`src/rtl/mem_port_arbiter.sv`:
```
// Shares one variable-latency memory port between instruction fetch and data access.
// Data wins ties until IF has waited through STARVE_MAX data grants.
module mem_port_arbiter #(
    parameter int AW         = 32,
    parameter int DW         = 32,
    parameter int STARVE_MAX = 4
) (
    input  logic          clk,
    input  logic          rst,
    input  logic          if_req,
    input  logic [AW-1:0] if_addr,
    output logic          if_done,
    output logic [DW-1:0] if_rdata,
    output logic          if_stall,
    input  logic          d_req,
    input  logic          d_we,
    input  logic [3:0]    d_be,
    input  logic [AW-1:0] d_addr,
    input  logic [DW-1:0] d_wdata,
    output logic          d_done,
    output logic [DW-1:0] d_rdata,
    output logic          d_stall,
    output logic          m_req,
    output logic          m_we,
    output logic [3:0]    m_be,
    output logic [AW-1:0] m_addr,
    output logic [DW-1:0] m_wdata,
    input  logic          m_ack,
    input  logic [DW-1:0] m_rdata,
    output logic [1:0]    owner
);

    typedef enum logic [1:0] {IDLE, BUSY, RESP} state_t;

    localparam int             CW         = $clog2(STARVE_MAX + 1);
    localparam logic [CW-1:0]  STARVE_LIM = CW'(STARVE_MAX);
    localparam logic [1:0]     OWN_NONE   = 2'd0;
    localparam logic [1:0]     OWN_IF     = 2'd1;
    localparam logic [1:0]     OWN_D      = 2'd2;

    state_t        state;
    logic [CW-1:0] starve_cnt;
    logic          grant_d;
    logic          grant_if;

    always_comb begin
        grant_d  = d_req && (!if_req || (starve_cnt < STARVE_LIM));
        grant_if = if_req && !grant_d;
    end

    assign if_stall = if_req & ~if_done;
    assign d_stall  = d_req & ~d_done;

    always_ff @(posedge clk or negedge rst) begin
        if (!rst) begin
            state      <= IDLE;
            starve_cnt <= '0;
            m_req      <= 1'b0;
            m_we       <= 1'b0;
            m_be       <= '0;
            m_addr     <= '0;
            m_wdata    <= '0;
            if_done    <= 1'b0;
            d_done     <= 1'b0;
            if_rdata   <= '0;
            d_rdata    <= '0;
            owner      <= OWN_NONE;
        end else begin
            case (state)
                IDLE: begin
                    if (grant_d) begin
                        m_req   <= 1'b1;
                        m_we    <= d_we;
                        m_be    <= d_we ? d_be : 4'b1111;
                        m_addr  <= {d_addr[AW-1:2], 2'b00};
                        m_wdata <= d_wdata;
                        owner   <= OWN_D;
                        state   <= BUSY;
                        // Only grants that actually make IF wait count toward starvation.
                        if (if_req && (starve_cnt != STARVE_LIM))
                            starve_cnt <= starve_cnt + 1'b1;
                    end else if (grant_if) begin
                        m_req      <= 1'b1;
                        m_we       <= 1'b0;
                        m_be       <= 4'b1111;
                        m_addr     <= {if_addr[AW-1:2], 2'b00};
                        m_wdata    <= '0;
                        owner      <= OWN_IF;
                        state      <= BUSY;
                        starve_cnt <= '0;
                    end
                end
                BUSY: begin
                    if (m_ack) begin
                        m_req <= 1'b0;
                        state <= RESP;
                        if (owner == OWN_IF) begin
                            if_rdata <= m_rdata;
                            if_done  <= 1'b1;
                        end else begin
                            if (!m_we)
                                d_rdata <= m_rdata;
                            d_done <= 1'b1;
                        end
                    end
                end
                RESP: begin
                    if_done <= 1'b0;
                    d_done  <= 1'b0;
                    owner   <= OWN_NONE;
                    state   <= IDLE;
                end
                default: state <= IDLE;
            endcase
        end
    end

endmodule

```
`config.mk`:
```
export PLATFORM = sky130hd
export DESIGN_NAME = mem_port_arbiter
export DESIGN_NICKNAME = d
export VERILOG_FILES = /design/src/rtl/mem_port_arbiter.sv
export SDC_FILE = /design/constraint.sdc
export NUM_CORES = 1
export LEC_CHECK = 0
export CAP_MARGIN = 20
export CELL_PAD_IN_SITES_DETAIL_PLACEMENT = 0
export CELL_PAD_IN_SITES_GLOBAL_PLACEMENT = 1
export CORE_ASPECT_RATIO = 1.25
export CORE_MARGIN = 3
export CORE_UTILIZATION = 34
export CTS_CLUSTER_SIZE = 28
export DETAILED_ROUTE_END_ITERATION = 12
export PLACE_DENSITY_LB_ADDON = 0.1
export SYNTH_ARGS = -nofsm -noshare
export SYNTH_HDL_FRONTEND = slang
export SYNTH_SLANG_ARGS = --single-unit
```
`constraint.sdc`:
```
create_clock -name clk -period 4.9 [get_ports clk]
set_input_delay 0.49 -clock clk [delete_from_list [all_inputs] [get_ports clk]]
set_output_delay 0.49 -clock clk [all_outputs]
set_load 0.05 [all_outputs]
```
==> results.sh, run 1 <==
export IMPL_clock_tree_buffer_depth=2
export IMPL_clock_sinks=141
export IMPL_cpLargestDelayFamily="buffers and inverters"
export IMPL_avgSynthCellArea_um2=15.51
export IMPL_antenna_found_initial=0
export IMPL_place_hpwl_um=10890
export IMPL_ys_seq_elements=141
export IMPL_syn_to_final_growth_pct=62.70
export IMPL_synthMuxAreaShare_pct=24.86
export IMPL_synth_edf_count=0
export IMPL_pin_count=278
export IMPL_cts_root_buffer="clkbuf_16"
export IMPL_synth_top_area_cell="dfrtp_1"
export IMPL_yosys_top_cells_area="dfrtp_1, mux2_2, a22o_1"
export IMPL_clk_latency_ns=0.41
export IMPL_vias=4044
export IMPL_powerDensity_mw_per_mm2=815.8
export IMPL_finalPower_mw=7.515
export IMPL_syn_cell_area_mm2=0.005662
export IMPL_status="finished clean"
export IMPL_combPwrFrac_pct=55.7
export IMPL_fillCellCount=1393
export IMPL_clkPwrFrac_pct=17.5
export IMPL_vias_per_cell=4.659
export IMPL_sequentialPowerShare_pct=26.9
export IMPL_cts_buffers=17
export IMPL_maxCapViolCount=0
export IMPL_min_period_over_period_pct=54.32
export IMPL_synthCells=365
export IMPL_core_mm2=0.01627
export IMPL_synthDistinctLibCells=32
export IMPL_setup_tns_ns=0
export IMPL_p_sw_share_pct=45.77
export IMPL_crit_path_max_incr_delay_ns=0.85
export IMPL_grt_overflow=0
export IMPL_seq_area_frac_synth_pct=62.32
export IMPL_grt_max_degree=112
export IMPL_routedWlPerCell_um=17.54
export IMPL_drt_iter0_markers=119
export IMPL_drive_above_1_share_pct=22.70
export IMPL_tightest_slew_ns=0.9761
export IMPL_diodes=0
export IMPL_end_kind="output pin"
export IMPL_slowest_stage="clkdlybuf4s50_1"
export IMPL_p_leak_nw=3.845
export IMPL_die_w_um=121.4
export IMPL_max_freq_ghz=0.3757
export IMPL_crit_top_cell="clkdlybuf4s50_1"
export IMPL_synth_compound_area_share_pct=7.227
export IMPL_dieArea_mm2=0.01825
export IMPL_arrival_ns=2.17
export IMPL_yosysWarnings=0
export IMPL_critical_path_required_ns=4.41
export IMPL_hold_slack_ns=0.4817
export IMPL_fin_skew_ns=0.007474
export IMPL_p_int_mw=4.075
export IMPL_hp_class="flop to flop"
export IMPL_drv_slew=0
export IMPL_synth_adder_area_share_pct=0.4420
export IMPL_globalplace_congestion=0.6768
export IMPL_worst_ir_drop_vdd_mv=0.4397
export IMPL_crit_type="input pin to output pin"
export IMPL_drc_errors=0
export IMPL_totalWireLength_um=15230
export IMPL_cts_tree="built"
export IMPL_clkSlewWorstSetupHoldPaths_ns=0.06
export IMPL_synth_top_family_by_area="multiplexers"
export IMPL_cts_max_level=4
export IMPL_final_core_util_pct=56.63
export IMPL_row_count=52
export IMPL_cts_resized=0
export IMPL_synth_simple_gate_area_share_pct=2.055
export IMPL_grt_total_usage_pct=16.87
export IMPL_start_util_pct=34.81
export IMPL_grt_pass1_wl_um=23680
export IMPL_startpoint_type="input pin"
export IMPL_hold_violations=0
export IMPL_grt_pass1_vias=4348
export IMPL_setup_viol=0
export IMPL_die_h_um=150.3
export IMPL_slew_headroom_pct=34.68
export IMPL_ant_nets=0
export IMPL_synthXorXnorAreaFrac_pct=0
export IMPL_rsz0062_at_grt="no"
export IMPL_synth_async_reset_ratio_pct=100.0
export IMPL_dr_pass1_iters=4
export IMPL_io_buffers=271
export IMPL_crit_chain="clkdlybuf4s50_1 -> nor2b_1 -> clkdlybuf4s50_1"
export IMPL_ys_top_cells_by_count="dfrtp_1, mux2_2, a22o_1"
export IMPL_period_minus_slack_ns=2.662
export IMPL_crit_fanout=7
export IMPL_post_cts_repair_setup_buffers=0
export IMPL_synthFlopType="dfrtp_1"
export IMPL_yosysMostFrequentCell="dfrtp_1"
export IMPL_synth_top_area_share_pct=62.32
export IMPL_p_switching_mw=3.440
export IMPL_final_nets=780
export IMPL_path_buf_inv=2
-- power by group through the flow --
stage               Sequential (mW)  Clock (mW)  Combinational (mW)
floorplan                      3.90           0               0.851
global placement               2.01           0                4.19
detailed placement             2.04           0                4.23
CTS                            2.03        1.35                4.23
global route                   2.10        1.41                4.37
finish                         2.02        1.31                4.18
-- kinds of logic after synthesis --
| group | after synthesis |
|---|---|
| fa+ha+maj | 2 |
| compound gates | 50 |
| mux | 125 |
| buf+inv | 29 |
| simple gates | 17 |
| flops | 141 |
| other cells | 1 |
-- metrics by stage --
step,cell area [um^2],cells,setup WS (ns)
floorplan,5665,366,3.069
global placement,8569,835,2.092
detailed placement,8569,835,2.039
CTS,9174,866,2.223
global route,9211,868,2.174
finish,9211,868,2.238
-- area by class of cell --
| cell class | instances | area (um^2) | share of cell area (%) |
|---|---|---|---|
| tap | 216 | 270.3 | 2.934 |
| inverter | 6 | 22.52 | 0.2445 |
| clock buffer | 19 | 442.9 | 4.808 |
| sequential | 141 | 3528 | 38.30 |
| multi-input combinational | 196 | 1997 | 21.68 |
| clock inverter | 12 | 161.4 | 1.752 |
| timing repair buffer | 278 | 2789 | 30.28 |
-- path summary, 6_finish.rpt --
| path | from | end | slack, ns | cells past startpoint |
|---|---|---|---|---|
| worst max-delay path | if_req | if_stall | 2.24 | 3 |
| worst min-delay path | d_rdata[5] | d_rdata[5] | 0.48 | 1 |
| worst max register to register | state[1] | if_rdata[4] | 2.85 | 3 |
| worst min register to register | d_rdata[5] | d_rdata[5] | 0.48 | 1 |
| max in group asynchronous | rst | m_addr[9] | 3.24 | 4 |
| min in group asynchronous | rst | m_addr[16] | 0.52 | 2 |
-- sequential cells by signal, indices dropped and copies added, names as in the netlist --
name        count
if_done         1
state           2
m_we            1
m_wdata        32
starve_cnt      3
m_req           1
d_rdata        32
owner           2
d_done          1
m_addr         30
m_be            4
if_rdata       32
-- layer usage --
| metal | wire [um] | track usage (%) | part of all wire, % |
|---|---|---|---|
| met1 | 5883 | 18.67 | 39 |
| met3 | 1634 | 8.568 | 11 |
| met2 | 7570 | 28.44 | 50 |
| met5 | 0 | 0 | 0 |
| met4 | 137 | 5.045 | 0.90 |
-- layout by cell type, fill, tap and decap left out, drive strengths merged, types with 2 or more instances in the layout --
cell and n:
nor2b 2, buf 7, nand2 3, dfrtp 141
clkdlybuf4s50 270, o21ai 5, nand2b 2, ha 2
clkinvlp 3, clkinv 3, a22o 33, clkbuf 19
bufinv 3, nor3 2, o22a 4, conb 2
nor2 4, mux2 125, inv 9
-- what timing repair did --
action	4_1_cts	5_1_grt
hold buffers	0	1
setup endpoints to repair	0	0
hold endpoints to repair	0	29
No activity file was read; power rests on OpenSTA's default activity.
==> run 2: changes to the inputs <==
CORE_UTILIZATION = 31   (was 34)
clock period = 2.7 ns   (was 4.9 ns; I/O delays follow)
==> run 2 against run 1 <==
Design area increased by 0.29%. First-iteration DRC count down 6.7%. Hold slack worse by 0.14 ns. Clock skew is 0.0026 ns higher. Core utilization shrank 4.4 points. Combinational power rose by 83%. Setup slack worse by 1.7 ns. Critical endpoint unchanged. Wire length up 3.9%. Sequential power rose by 82%. Cell count increased by 1.5%. Clock power increased by 73%. Critical path type unchanged.
==> results.sh, run 2 (synthesis results as in run 1) <==
export IMPL_status="finished clean"
export IMPL_post_cts_repair_setup_buffers=0
export IMPL_start_util_pct=31.98
export IMPL_reg2regPathDepth=4
export IMPL_arrival_ns=1.91
export IMPL_grt_pass1_wl_um=24410
export IMPL_r2r_end="m_addr[4]"
export IMPL_vias_per_cell=4.641
export IMPL_clk_latency_ns=0.41
export IMPL_dr_pass1_iters=4
export IMPL_setup_viol=0
export IMPL_final_common_cell="clkdlybuf4s50_1"
export IMPL_setup_tns_ns=0
export IMPL_rsz0062_at_grt="no"
export IMPL_startpoint_type="input pin"
export IMPL_clock_sinks=141
export IMPL_die_h_um=157.1
export IMPL_reg2reg_setup_slack_ns=0.92
export IMPL_crit_type="input pin to output pin"
export IMPL_cts_buffers=17
export IMPL_startpoint="if_req"
export IMPL_finalPower_mw=13.59
export IMPL_ant_nets=0
export IMPL_io_buffers=271
export IMPL_hp_class="input pin to async pin"
export IMPL_ff_latch_area_mm2=0.003528
export IMPL_grt_pass1_vias=4376
export IMPL_totalWireLength_um=15820
export IMPL_syn_to_final_growth_pct=63.16
export IMPL_critical_path_required_ns=2.43
export IMPL_clock_tree_buffer_depth=2
export IMPL_tightest_slew_ns=0.5674
export IMPL_grt_total_usage_pct=15.74
export IMPL_final_nets=783
export IMPL_crit_fanout=7
export IMPL_dieArea_mm2=0.01993
export IMPL_clkSlewWorstSetupHoldPaths_ns=0.06
export IMPL_cts_max_level=4
export IMPL_core_mm2=0.01770
export IMPL_drv_slew=0
export IMPL_antenna_found_initial=0
export IMPL_hold_violations=0
export IMPL_fin_skew_ns=0.01012
export IMPL_die_w_um=126.9
export IMPL_grt_max_degree=70
export IMPL_top_regs="d_rdata (32), if_rdata (32), m_wdata (32)"
export IMPL_row_count=54
export IMPL_end_kind="output pin"
export IMPL_globalplace_congestion=0.7282
export IMPL_drive_above_1_share_pct=22.87
export IMPL_place_hpwl_um=11720
export IMPL_routedWlPerCell_um=17.96
export IMPL_max_freq_ghz=0.4597
export IMPL_p_leak_nw=3.853
export IMPL_rr_startpoint="state[0]"
export IMPL_drc_errors=0
export IMPL_drt_iter0_markers=111
export IMPL_cts_tree="built"
export IMPL_maxCapViolCount=0
export IMPL_min_period_over_period_pct=80.56
export IMPL_fillCellCount=1546
export IMPL_vias=4089
export IMPL_pin_count=278
export IMPL_slew_headroom_pct=62.05
export IMPL_cts_root_buffer="clkbuf_16"
export IMPL_grt_overflow=0
export IMPL_layout_common_cells="clkdlybuf4s50_1, dfrtp_1, mux2_2"
export IMPL_powerDensity_mw_per_mm2=1471
export IMPL_worst_ir_drop_vdd_mv=0.7747
export IMPL_multi_input_area_mm2=0.001989
export IMPL_period_minus_slack_ns=2.175
==> run 2: metrics by stage <==
stage | setup WS, ns | std cells | util, % | hold slack [ns] | cell area [um^2]
2_1_floorplan | 0.9053 | 366 | - | -0.02559 | 5665
3_3_place_gp | 0.4908 | 847 | 48.88 | 0.2137 | 8652
3_5_place_dp | 0.4574 | 847 | 48.88 | 0.2151 | 8652
4_1_cts | 0.5219 | 880 | 52.17 | 0.3450 | 9235
5_1_grt | 0.4610 | 880 | 52.17 | 0.3682 | 9235
6_report | 0.5248 | 881 | 52.18 | 0.3374 | 9238
==> run 2: per-layer routing <==
layer  global-route usage [%]  wire [um]  vias up
li1                         -          -     1884
met1                    17.97       5983     2031
met2                    26.72       8221      160
met3                    6.517       1380       14
met4                    5.416        235        0
met5                        0          0        -
==> run 2: worst max path at each step <==
stage,to,slack (ns),depth (start not counted)
floorplan,d_rdata[10],0.91,4
global placement,m_addr[18],0.49,5
detailed placement,m_addr[22],0.46,5
CTS,if_stall,0.52,3
global route,if_stall,0.46,3
finish,if_stall,0.52,3
==> run 2: layout make-up <==
| cell class | count | share of cell area (%) |
|---|---|---|
| repair buffers | 281 | 30.76 |
| well taps | 224 | 3.034 |
| inverters | 6 | 0.2438 |
| clock buffers | 20 | 4.727 |
| diodes | 1 | 0.02709 |
| multi-input cells | 196 | 21.54 |
| clock inverters | 12 | 1.476 |
| flip-flops and latches | 141 | 38.20 |
==> run 2: worst max-delay path, stage by stage <==
cell	delay (ns)
clkdlybuf4s50_1	0.63
nor2b_1	0.19
clkdlybuf4s50_1	0.81
==> run 2: power breakdown <==
part           switching, mW  internal (mW)
clock                  0.899           1.37
combinational           4.81           2.83
sequential             0.550           3.12
total                   6.26           7.33
==> run 2: timing repair <==
item	4_1_cts	5_1_grt
hold endpoints to repair	42	0
gates resized for setup	0	0
hold buffers	1	0
==> run 3: changes to the inputs <==
CORE_UTILIZATION = 28   (was 31)
clock period = 1.8 ns   (was 2.7 ns; I/O delays follow)
==> run 3 against run 2 <==
Design area rose by 2.9%. Hold slack lost 0.20 ns. Cell count grew 5.2%. First-iteration DRC count shrank 5.4%. Core utilization fell by 3.9 points. Combinational power increased by 49%. Critical path depth shrank 2. Largest power group unchanged.
==> results.sh, run 3 (synthesis results as in run 1) <==
export IMPL_status="finished clean"
export IMPL_grt_max_degree=83
export IMPL_clock_tree_buffer_depth=2
export IMPL_dr_pass1_iters=4
export IMPL_reg2regPathDepth=4
export IMPL_io_buffers=271
export IMPL_setup_ws_ns=0.03975
export IMPL_hold_violations=0
export IMPL_fillCellCount=1788
export IMPL_reg2reg_setup_slack_ns=0.14
export IMPL_r2r_end="d_rdata[14]"
export IMPL_die_w_um=133.2
export IMPL_preCtsSetupSlack_ns=-0.06477
export IMPL_layout_common_cells="clkdlybuf4s50_1, dfrtp_1, mux2_2"
export IMPL_clkSlewWorstSetupHoldPaths_ns=0.06
export IMPL_row_count=57
export IMPL_cts_root_buffer="clkbuf_16"
export IMPL_clock_sinks=141
export IMPL_ff_latch_area_mm2=0.003528
export IMPL_antenna_found_initial=0
export IMPL_path_buf_inv=1
export IMPL_end_kind="output pin"
export IMPL_grt_overflow=0
export IMPL_globalplace_congestion=0.7021
export IMPL_place_area_mm2=0.008793
export IMPL_final_common_cell="clkdlybuf4s50_1"
export IMPL_min_period_over_period_pct=97.79
export IMPL_fin_skew_ns=0.01021
export IMPL_drc_errors=0
export IMPL_clk_latency_ns=0.41
export IMPL_pin_count=278
export IMPL_syn_to_final_growth_pct=67.89
export IMPL_maxCapViolCount=0
export IMPL_cts_tree="built"
export IMPL_grt_pass1_wl_um=24910
export IMPL_drv_slew=0
export IMPL_design_area_mm2=0.009505
export IMPL_die_h_um=165.0
export IMPL_vias=4102
export IMPL_finalNonFillerCells=927
export IMPL_totalWireLength_um=16180
export IMPL_post_cts_repair_setup_buffers=0
export IMPL_hold_slack_ns=0.1366
export IMPL_crit_chain="clkdlybuf4s50_1"
export IMPL_rsz0062_at_grt="no"
export IMPL_vias_per_cell=4.425
export IMPL_cp_depth=1
export IMPL_max_freq_ghz=0.5681
export IMPL_dieArea_mm2=0.02197
export IMPL_routedWlPerCell_um=17.45
export IMPL_startpoint_type="flop"
export IMPL_powerDensity_mw_per_mm2=2139
export IMPL_arrival_ns=1.58
export IMPL_period_minus_slack_ns=1.760
export IMPL_multi_input_area_mm2=0.001989
export IMPL_ant_nets=0
export IMPL_crit_fanout=2
export IMPL_top_regs="d_rdata (32), if_rdata (32), m_wdata (32)"
export IMPL_worst_ir_drop_vdd_mv=1.017
export IMPL_drt_iter0_markers=105
export IMPL_tightest_slew_ns=0.5546
export IMPL_cpLargestDelayFamily="buffers and inverters"
export IMPL_startpoint="d_rdata[31]"
export IMPL_setup_tns_ns=0
export IMPL_rr_startpoint="owner[1]"
export IMPL_p_leak_nw=4.593
export IMPL_crit_path_max_incr_delay_ns=0.83
export IMPL_slowest_stage="clkdlybuf4s50_1"
export IMPL_critical_path_required_ns=1.62
export IMPL_cts_buffers=17
export IMPL_slew_headroom_pct=62.97
export IMPL_final_nets=790
export IMPL_cts_max_level=4
export IMPL_place_hpwl_um=11640
export IMPL_grt_total_usage_pct=14.56
export IMPL_placed_cells=895
export IMPL_core_mm2=0.01968
export IMPL_start_util_pct=28.76
export IMPL_diodes=0
export IMPL_hp_class="input pin to async pin"
export IMPL_grt_pass1_vias=4470
export IMPL_setup_viol=0
export IMPL_crit_type="flop to output pin"
export IMPL_drive_above_1_share_pct=26.13
run 3: report_power, final:
part	switching (mW)	internal, mW
registers	0.773	4.69
clock network	1.38	2.08
logic	7.28	4.13
total	9.43	10.9
run 3: worst max-delay path by stage:
stage	to	slack (ns)
after floorplan	d_rdata[10]	0.005
after global placement	d_rdata[11]	-0.03
after detailed placement	m_addr[13]	-0.06
after CTS	d_rdata[26]	0.0007
after global routing	m_wdata[28]	0.0004
final	d_rdata[31]	0.04
run 3: layer usage:
| metal | vias to the layer above | wire, um | share of wire (%) | global-route usage, % |
|---|---|---|---|---|
| li1 | 1899 | - | - | - |
| met1 | 2028 | 6154 | 38 | 16.03 |
| met2 | 161 | 8207 | 51 | 24.82 |
| met3 | 14 | 1628 | 10 | 6.917 |
| met4 | 0 | 184 | 1.1 | 4.958 |
| met5 | - | 0 | 0 | 0 |
run 3: area by class of cell:
| cell class | instances | area share, % |
|---|---|---|
| flip-flops and latches | 141 | 37.12 |
| well taps | 265 | 3.488 |
| inverters | 6 | 0.2369 |
| repair buffers | 288 | 32.12 |
| multi-input cells | 196 | 20.93 |
| clock buffers | 19 | 4.660 |
| clock inverters | 12 | 1.448 |
run 3: timing repair:
item	CTS	global route
endpoints found under the hold margin	141	0
setup endpoints to repair	17	57
hold buffers	1	0
gates resized for setup	17	57
run 3: through the flow:
step                power, mW  util [%]
global route            21.34     48.29
CTS                     20.73     47.57
detailed placement      17.26     44.67
floorplan               12.94         -
global placement        17.11     44.67
finish                  20.33     48.29
